File: src/rtl/pc_update_sequencer.sv
// pc_update_sequencer: holds the architectural PC and sequences every update
// (increment by STEP, PC-relative branch, absolute jump) through a single
// shared CLA adder, presenting each new PC to the consumer with pc_valid/pc_ack.
//
// Handshake: pc_valid is high exactly while the FSM is in PRESENT; pc and wrap
// are stable for that whole time, and the value is consumed on the first
// rising edge where pc_ack is high and stall is low.
//
// Optional feature: define PC_TRACE_EN to print one line on every entry into
// PRESENT (source, old pc, new pc, wrap). Ports and timing are unaffected.
//
// Also contains nbit_CLA_full_adder, the adder this block instantiates.

module nbit_CLA_full_adder #(
    parameter int WIDTH = 16
) (
    input  logic [WIDTH-1:0] a,
    input  logic [WIDTH-1:0] b,
    input  logic             cin,
    output logic [WIDTH-1:0] sum,
    output logic             cout
);
    logic [WIDTH-1:0] gen;
    logic [WIDTH-1:0] prop;
    logic [WIDTH:0]   carry;

    assign gen  = a & b;
    assign prop = a ^ b;

    // Carry chain from generate/propagate terms.
    always_comb begin
        carry    = '0;
        carry[0] = cin;
        for (int i = 0; i < WIDTH; i++) begin
            carry[i+1] = gen[i] | (prop[i] & carry[i]);
        end
    end

    assign sum  = prop ^ carry[WIDTH-1:0];
    assign cout = carry[WIDTH];
endmodule

module pc_update_sequencer #(
    parameter int               WIDTH    = 16,
    parameter int unsigned      STEP     = 4,
    parameter logic [WIDTH-1:0] RESET_PC = '0
) (
    input  logic             clk,
    input  logic             reset,
    input  logic             inc_req,
    input  logic             br_req,
    input  logic [WIDTH-1:0] br_offset,
    input  logic             jmp_req,
    input  logic [WIDTH-1:0] jmp_target,
    input  logic             stall,
    input  logic             pc_ack,
    output logic [WIDTH-1:0] pc,
    output logic             pc_valid,
    output logic             busy,
    output logic             wrap
);
    typedef enum logic [1:0] {
        S_IDLE    = 2'd0,
        S_ADD     = 2'd1,
        S_PRESENT = 2'd2
    } state_t;

    localparam logic [WIDTH-1:0] STEP_OP = WIDTH'(STEP);

    state_t           state_q, state_d;
    logic [WIDTH-1:0] pc_q, pc_d;
    logic [WIDTH-1:0] operand_q, operand_d;
    logic             op_br_q, op_br_d;
    logic             wrap_q, wrap_d;

    logic [WIDTH-1:0] add_sum;
    logic             add_cout;
    logic             add_wrap;

    // The only adder on the PC path: A = current pc, B = latched operand.
    nbit_CLA_full_adder #(.WIDTH(WIDTH)) u_adder (
        .a    (pc_q),
        .b    (operand_q),
        .cin  (1'b0),
        .sum  (add_sum),
        .cout (add_cout)
    );

    // Increment wraps on carry-out; a branch wraps when the carry disagrees
    // with the offset sign (positive offset overflowing, or negative offset
    // borrowing below zero).
    assign add_wrap = op_br_q ? (operand_q[WIDTH-1] ? ~add_cout : add_cout)
                              : add_cout;

    // State and datapath registers; stall is folded into the next-state logic.
    always_ff @(posedge clk or negedge reset) begin
        if (!reset) begin
            state_q   <= S_IDLE;
            pc_q      <= RESET_PC;
            operand_q <= '0;
            op_br_q   <= 1'b0;
            wrap_q    <= 1'b0;
        end else begin
            state_q   <= state_d;
            pc_q      <= pc_d;
            operand_q <= operand_d;
            op_br_q   <= op_br_d;
            wrap_q    <= wrap_d;
        end
    end

    // Next-state and datapath selection; everything holds while stalled.
    always_comb begin
        state_d   = state_q;
        pc_d      = pc_q;
        operand_d = operand_q;
        op_br_d   = op_br_q;
        wrap_d    = wrap_q;
        if (!stall) begin
            case (state_q)
                S_IDLE: begin
                    if (jmp_req) begin
                        pc_d    = jmp_target;
                        wrap_d  = 1'b0;
                        state_d = S_PRESENT;
                    end else if (br_req) begin
                        operand_d = br_offset;
                        op_br_d   = 1'b1;
                        state_d   = S_ADD;
                    end else if (inc_req) begin
                        operand_d = STEP_OP;
                        op_br_d   = 1'b0;
                        state_d   = S_ADD;
                    end
                end
                S_ADD: begin
                    pc_d    = add_sum;
                    wrap_d  = add_wrap;
                    state_d = S_PRESENT;
                end
                S_PRESENT: begin
                    if (pc_ack) begin
                        wrap_d  = 1'b0;
                        state_d = S_IDLE;
                    end
                end
                default: begin
                    state_d = S_IDLE;
                end
            endcase
        end
    end

    assign pc       = pc_q;
    assign wrap     = wrap_q;
    assign pc_valid = (state_q == S_PRESENT);
    assign busy     = (state_q != S_IDLE);

`ifdef PC_TRACE_EN
    // Trace each entry into PRESENT with its source and result.
    always_ff @(posedge clk) begin
        if (reset && !stall && state_q != S_PRESENT && state_d == S_PRESENT) begin
            if (state_q == S_IDLE)
                $display("pc_trace: JMP old=%h new=%h wrap=%h", pc_q, pc_d, wrap_d);
            else if (op_br_q)
                $display("pc_trace: BR old=%h new=%h wrap=%h", pc_q, pc_d, wrap_d);
            else
                $display("pc_trace: INC old=%h new=%h wrap=%h", pc_q, pc_d, wrap_d);
        end
    end
`endif
endmodule

File: config.mk
export PLATFORM = sky130hd
export DESIGN_NAME = pc_update_sequencer
export DESIGN_NICKNAME = d
export VERILOG_FILES = /design/src/rtl/pc_update_sequencer.sv
export SDC_FILE = /design/constraint.sdc
export NUM_CORES = 1
export LEC_CHECK = 0
export CORE_MARGIN = 4
export CORE_UTILIZATION = 43
export DETAILED_ROUTE_END_ITERATION = 12
export GPL_TIMING_DRIVEN = 0
export PLACE_DENSITY = 0.79
export SETUP_SLACK_MARGIN = 0.02
export SYNTH_ARGS = -nofsm -noshare
export SYNTH_HDL_FRONTEND = slang
export SYNTH_HIERARCHICAL = 1
export SYNTH_SLANG_ARGS = --single-unit
File: constraint.sdc
create_clock -name clk -period 7.07 [get_ports clk]
set_clock_uncertainty 0.2 [all_clocks]
set_input_delay 0.707 -clock clk [delete_from_list [all_inputs] [get_ports clk]]
set_output_delay 0.707 -clock clk [all_outputs]
set_load 0.01 [all_outputs]
* Word level (Yosys, flattened, before mapping)
Index checks and enable logic that the tools add are counted.
Storage, ports and cells: bits in registers 36, input bits 39
Operators by class: equal/unequal tests 5, muxes and demuxes 16, bitwise gates (word level) 36, reductions and logical operators 9
Operators with widths (number):
- $mux W16 | 3
- $pmux W16 S2 | 1
- $xor A16 B16 Y16 | 2
- $and A16 B16 Y16 | 1
- $and A1 B1 Y1 | 15
- $or A1 B1 Y1 | 15
- $mux W2 | 4
- $reduce_and A4 Y1 | 2
- $mux W1 | 6
- $pmux W2 S3 | 1
- $reduce_and A3 Y1 | 2
- $reduce_bool A2 Y1 | 3
- $ne A2 B2 Y1 const B | 2
- $ne A4 B4 Y1 const B | 1
- $not A1 Y1 | 3
- $pmux W1 S3 | 1
- $reduce_bool A3 Y1 | 1
- $eq A2 B1 Y1 const B | 1
- $eq A2 B2 Y1 const B | 1
- $logic_not A2 Y1 | 1

* Depth between registers and ports, before layout
Gate-level depths: netlist (run 1).
word-level depth 35, mapped depth 22

* Cells and area by module
Netlist (run 1), hierarchy kept.
Modules (own cells, without submodules):
- pc_update_sequencer | times used 1, cells each 113, area each 1680.4 um2, seq. area each 900.9 um2
- nbit_CLA_full_adder | times used 1, cells each 26, area each 357.8 um2, seq. area each 0.0 um2

* Worst setup path before layout (run 1)
OpenSTA, ideal clock, no wires.
path type register -> register, start register pc_q[0], in the netlist pc[0], end register pc_q[15], in the netlist pc[15], arrival time 6.700 ns, data required time 6.745 ns, setup slack 0.045 ns, cell stages (with the launch flop) 23, cells stage by stage dfrtp_1 > inv_1 > fa_1 > inv_1 > fa_1 > fa_1 > fa_1 > fa_1 > fa_1 > fa_1 > fa_1 > fa_1 > fa_1 > fa_1 > fa_1 > fa_1 > fa_1 > fa_1 > inv_1 > fa_1 > inv_1 > mux2_2 > mux2_2
Between the ends: word-level cells in the longest chain between the ends 31
Ends and longest elaborated chain:
- start, declared | RTL line 71 | logic [WIDTH-1:0] pc_q, pc_d;
- start signal, assigned | RTL line 105 | pc_q <= pc_d;
- $and A16 B16 Y16 | RTL line 27 | assign gen = a & b;
- $and A1 B1 Y1 | RTL line 35 | carry[i+1] = gen[i] | (prop[i] & carry[i]);
- $or A1 B1 Y1 | RTL line 35
- $and A1 B1 Y1 | RTL line 35
- $or A1 B1 Y1 | RTL line 35
- $and A1 B1 Y1 | RTL line 35
- $or A1 B1 Y1 | RTL line 35
- $and A1 B1 Y1 | RTL line 35
- [... 16 more ...]
- $or A1 B1 Y1 | RTL line 35
- $and A1 B1 Y1 | RTL line 35
- $or A1 B1 Y1 | RTL line 35
- $and A1 B1 Y1 | RTL line 35
- $or A1 B1 Y1 | RTL line 35
- $xor A16 B16 Y16 | RTL line 39 | assign sum = prop ^ carry[WIDTH-1:0];
- net add_sum[15] | RTL line 76 | logic [WIDTH-1:0] add_sum;
- $pmux W16 S2 | RTL line 120 | case (state_q)
The timed path passes the listed nets, and every way through them passes these cells. A chain may end at the register's enable or synchronous reset.

* Worst setup path in the final report (run 1)
start register operand_q[0], end register pc_q[15], in the netlist pc[15]
Between the ends: word-level cells in the longest chain between the ends 31
Ends and longest elaborated chain:
- start, declared | RTL line 72 | logic [WIDTH-1:0] operand_q, operand_d;
- start signal, assigned | RTL line 106 | operand_q <= operand_d;
- $and A16 B16 Y16 | RTL line 27
- $and A1 B1 Y1 | RTL line 35
- $or A1 B1 Y1 | RTL line 35
- $and A1 B1 Y1 | RTL line 35
- $or A1 B1 Y1 | RTL line 35
- $and A1 B1 Y1 | RTL line 35
- $or A1 B1 Y1 | RTL line 35
- $and A1 B1 Y1 | RTL line 35
- [... 16 more ...]
- $or A1 B1 Y1 | RTL line 35
- $and A1 B1 Y1 | RTL line 35
- $or A1 B1 Y1 | RTL line 35
- $and A1 B1 Y1 | RTL line 35
- $or A1 B1 Y1 | RTL line 35
- $xor A16 B16 Y16 | RTL line 39
- net add_sum[15] | RTL line 76
- $pmux W16 S2 | RTL line 120
The timed path passes the listed nets, and every way through them passes these cells.

==> results.tsv, run 1 <==
stage	metric	value	unit
status	status	complete, no violations	
floorplanning	num_rows	24	
synthesis	synth_largest_area_cell	dfrtp_1	
worst_setup_path	endpoint_kind	flip-flop	
cts	cts_tree	yes	
cells_and_area	n_fill_cell	350	
timing	fin_ws	0.233	ns
timing	relSlewSlack	46.8	%
worst_setup_path	crit_required	7.04	ns
floorplanning	start_util	45.6	%
cts	clockRootBuffer	clkbuf_8	
worst_setup_path	rr_worst_depth	22	
synthesis	yosysSeqAreaShare	44.2	%
timing	fmax	146	MHz
worst_setup_path	cpMaxStageDelayCell	dfrtp_1	
synthesis	synthCells	139	
timing	hold_viol_final	0	
route	avgViaCountPerCell	5.04	
route	dr.pass1.iters	4	
cells_and_area	layoutNonFillerInstCount	255	
cells_and_area	layout-drive-gt1-share	30.0	%
cts	clock-sinks	36	
floorplanning	dieWidth	76.8	µm
synthesis	synthFlopType	dfrtp_1	
worst_setup_path	cp.depth	22	
route	routed_wl	4410	µm
run	max-cap-violations	0	
timing	min_period	6.84	ns
route	route.vias.total	1286	
pwr	powerDensity	386	nW/µm²
pwr	leakage	1.22	nW
cells_and_area	area_growth	37.0	%
worst_setup_path	critPathLaunchType	flip-flop	
timing	finalSetupViolCount	0	
cts	clock_path_buffers	2	
cells_and_area	multi_input_area	1050	µm²
synthesis	ys_warn_count	6	
synthesis	synth_edf_count	0	
place	dp_cells	248	
floorplanning	die_height	76.8	µm
synthesis	synth_fp_nets	194	
timing	maxSlewViolCount	0	
global_route	grt-ovfl-total	0	
cells_and_area	num_antenna_cells	0	
place	portBuffers	57	
worst_setup_path	crit_chain	inv_1 > fa_1 > inv_1 > fa_1 > fa_2 > fa_2 > fa_2 > fa_2 > fa_2 > fa_1 > fa_2 > fa_2 > fa_2 > fa_2 > fa_2 > fa_2 > fa_1 > inv_1 > fa_1 > inv_1 > mux2_2 > mux2_2	
worst_setup_path	path_max_fanout	2	
synthesis	ys_ff_latch	36	
place	dpl.hpwl	3390	µm
cts	clk-insertion-delay-late	0.29	ns
synthesis	syn_area	2040	µm²
route	wl_per_cell	17.3	µm
cts	htree_num_levels	2	
synthesis	netlist_top_cells_area	dfrtp_1, fa_1, mux2_4	
synthesis	synth_most_common_cell	dfrtp_1	
worst_setup_path	crit_buf_inv	4	
cts	clk_pin_slew	0.07	ns
cells_and_area	final_net_count	258	
pwr	ir_drop	0.000210	V
timing	rsz0062_at_grt	false	
cts	numCtsBuffers	5	
worst_setup_path	crit_top_cell	fa_2	
worst_setup_path	rrSetupSlack	0.23	ns
worst_setup_path	critical_path_class	flip-flop to flip-flop	
floorplanning	die_area	5910	µm²
global_route	grt_pass1_vias	1486	
synthesis	synth_top_cell_area_share	44.2	%
timing	worst_slew_pin_slew	0.799	ns
synthesis	syn_avg_cell_area	14.7	µm²
hold_path	holdCritPathClass	input pin to async pin	
global_route	grt_max_degree	37	
global_route	antenna_found_initial	0	
floorplanning	ios	58	
floorplanning	coreArea	4470	µm²
global_route	grt_pass1_wl	7450	µm
worst_setup_path	cpPeakStageDelay	0.39	ns
timing	final.setup.tns	0	ns
synthesis	async_flop_share	100	%
worst_setup_path	cp.arrival	6.81	ns
synthesis	synth.distinct_cells	26	
route	ant_nets	0	
cells_and_area	fin_util	62.4	%
route	post-route-drc-count	0	
timing	finalCritPeriodShare	96.7	%
route	initialDrtViolationCount	37	
place	place.gp.congestion	0.772	
place	pre_cts_slack	-0.324	ns
global_route	grt_usage	16.5	%
synthesis	synth_commonest_cells	dfrtp_1, mux2_4, fa_1, a22o_1, mux2_2	
cells_and_area	seqCellArea	901	µm²
cts	postCtsHoldBufs	0	
worst_setup_path	crit_family	adder cells	
-- timing repair --
item                       in CTS  in global routing
setup buffers                   0                  0
resized for setup               8                  3
setup endpoints to repair       3                  1
-- through the flow --
| step | power (mW) | cell area (µm²) | hold WS (ns) |
|---|---|---|---|
| 2_1_floorplan | 0.692 | 2040 | 0.211 |
| 3_3_place_gp | 0.883 | 2670 | 0.263 |
| 3_5_place_dp | 0.918 | 2670 | 0.293 |
| 4_1_cts | 1.09 | 2790 | 0.309 |
| 5_1_grt | 1.17 | 2790 | 0.326 |
| 6_report | 1.08 | 2790 | 0.299 |
-- logic make-up (layout without fill, tap and decap cells) --
family / count (synthesis) / in the layout / synth area share [%]
AOI/OAI and AO/OA: 20 / 20 / 8.29
xor gates and xnor gates: 1 / 1 / 0.430
adders and majority gates: 16 / 16 / 15.7
buffers and inverters: 19 / 83 / 5.77
DFF: 36 / 36 / 44.2
muxes: 32 / 32 / 21.0
other: 1 / 1 / 0.184
and+or+nand+nor: 14 / 14 / 4.42
-- metal layers --
metal,track usage [%],part of all wire (%),vias up
met5,0,0,-
met4,4.35,1.2,0
met3,4.45,5.3,6
met2,28.8,53,36
met1,20.0,41,644
li1,-,-,600
-- power by group --
part | internal [mW] | switching [mW]
Clock | 0.0867 | 0.0689
Sequential | 0.296 | 0.0936
Combinational | 0.333 | 0.201
-- path summary, 6_finish.rpt --
check,to,from
setup / recovery,pc[15],operand_q[0]
hold / removal,pc[0],reset
setup reg to reg,pc[15],operand_q[0]
hold reg to reg,op_br_q,op_br_q
max in group asynchronous,pc[13],reset
min in group clk,op_br_q,op_br_q
-- layout by cell type (no fill, tap or decap), types with 2 or more instances in the layout --
master / count
mux2_2: 14
a22o_1: 15
inv_1: 13
dfrtp_1: 36
fa_1: 5
buf_6: 3
clkbuf_8: 7
nor2_1: 2
mux2_4: 18
buf_4: 2
clkdlybuf4s50_1: 56
nand2b_1: 2
nand2_1: 3
fa_2: 11
-- layout make-up --
type                            instances  area share, %
Multi-Input combinational cell         84           37.5
Sequential cell                        36           32.3
Timing Repair Buffer                   57           20.3
Clock buffer                            7           3.45
Buffer                                  6           2.46
Tap cell                               52           2.33
Inverter                               13           1.75
-- sequential cells by signal (all words and copies together) (netlist names) --
name and flops:
operand_q 16, state_q 2, pc 16, wrap 1
op_br_q 1
(Power assumes the default switching activity.)
==> run 2: changes to the inputs <==
Settings changed: CTS_CLUSTER_DIAMETER set to 30.
==> results of run 2 <==
Same layout as run 1: the final DEF is identical, and so are final timing and power.
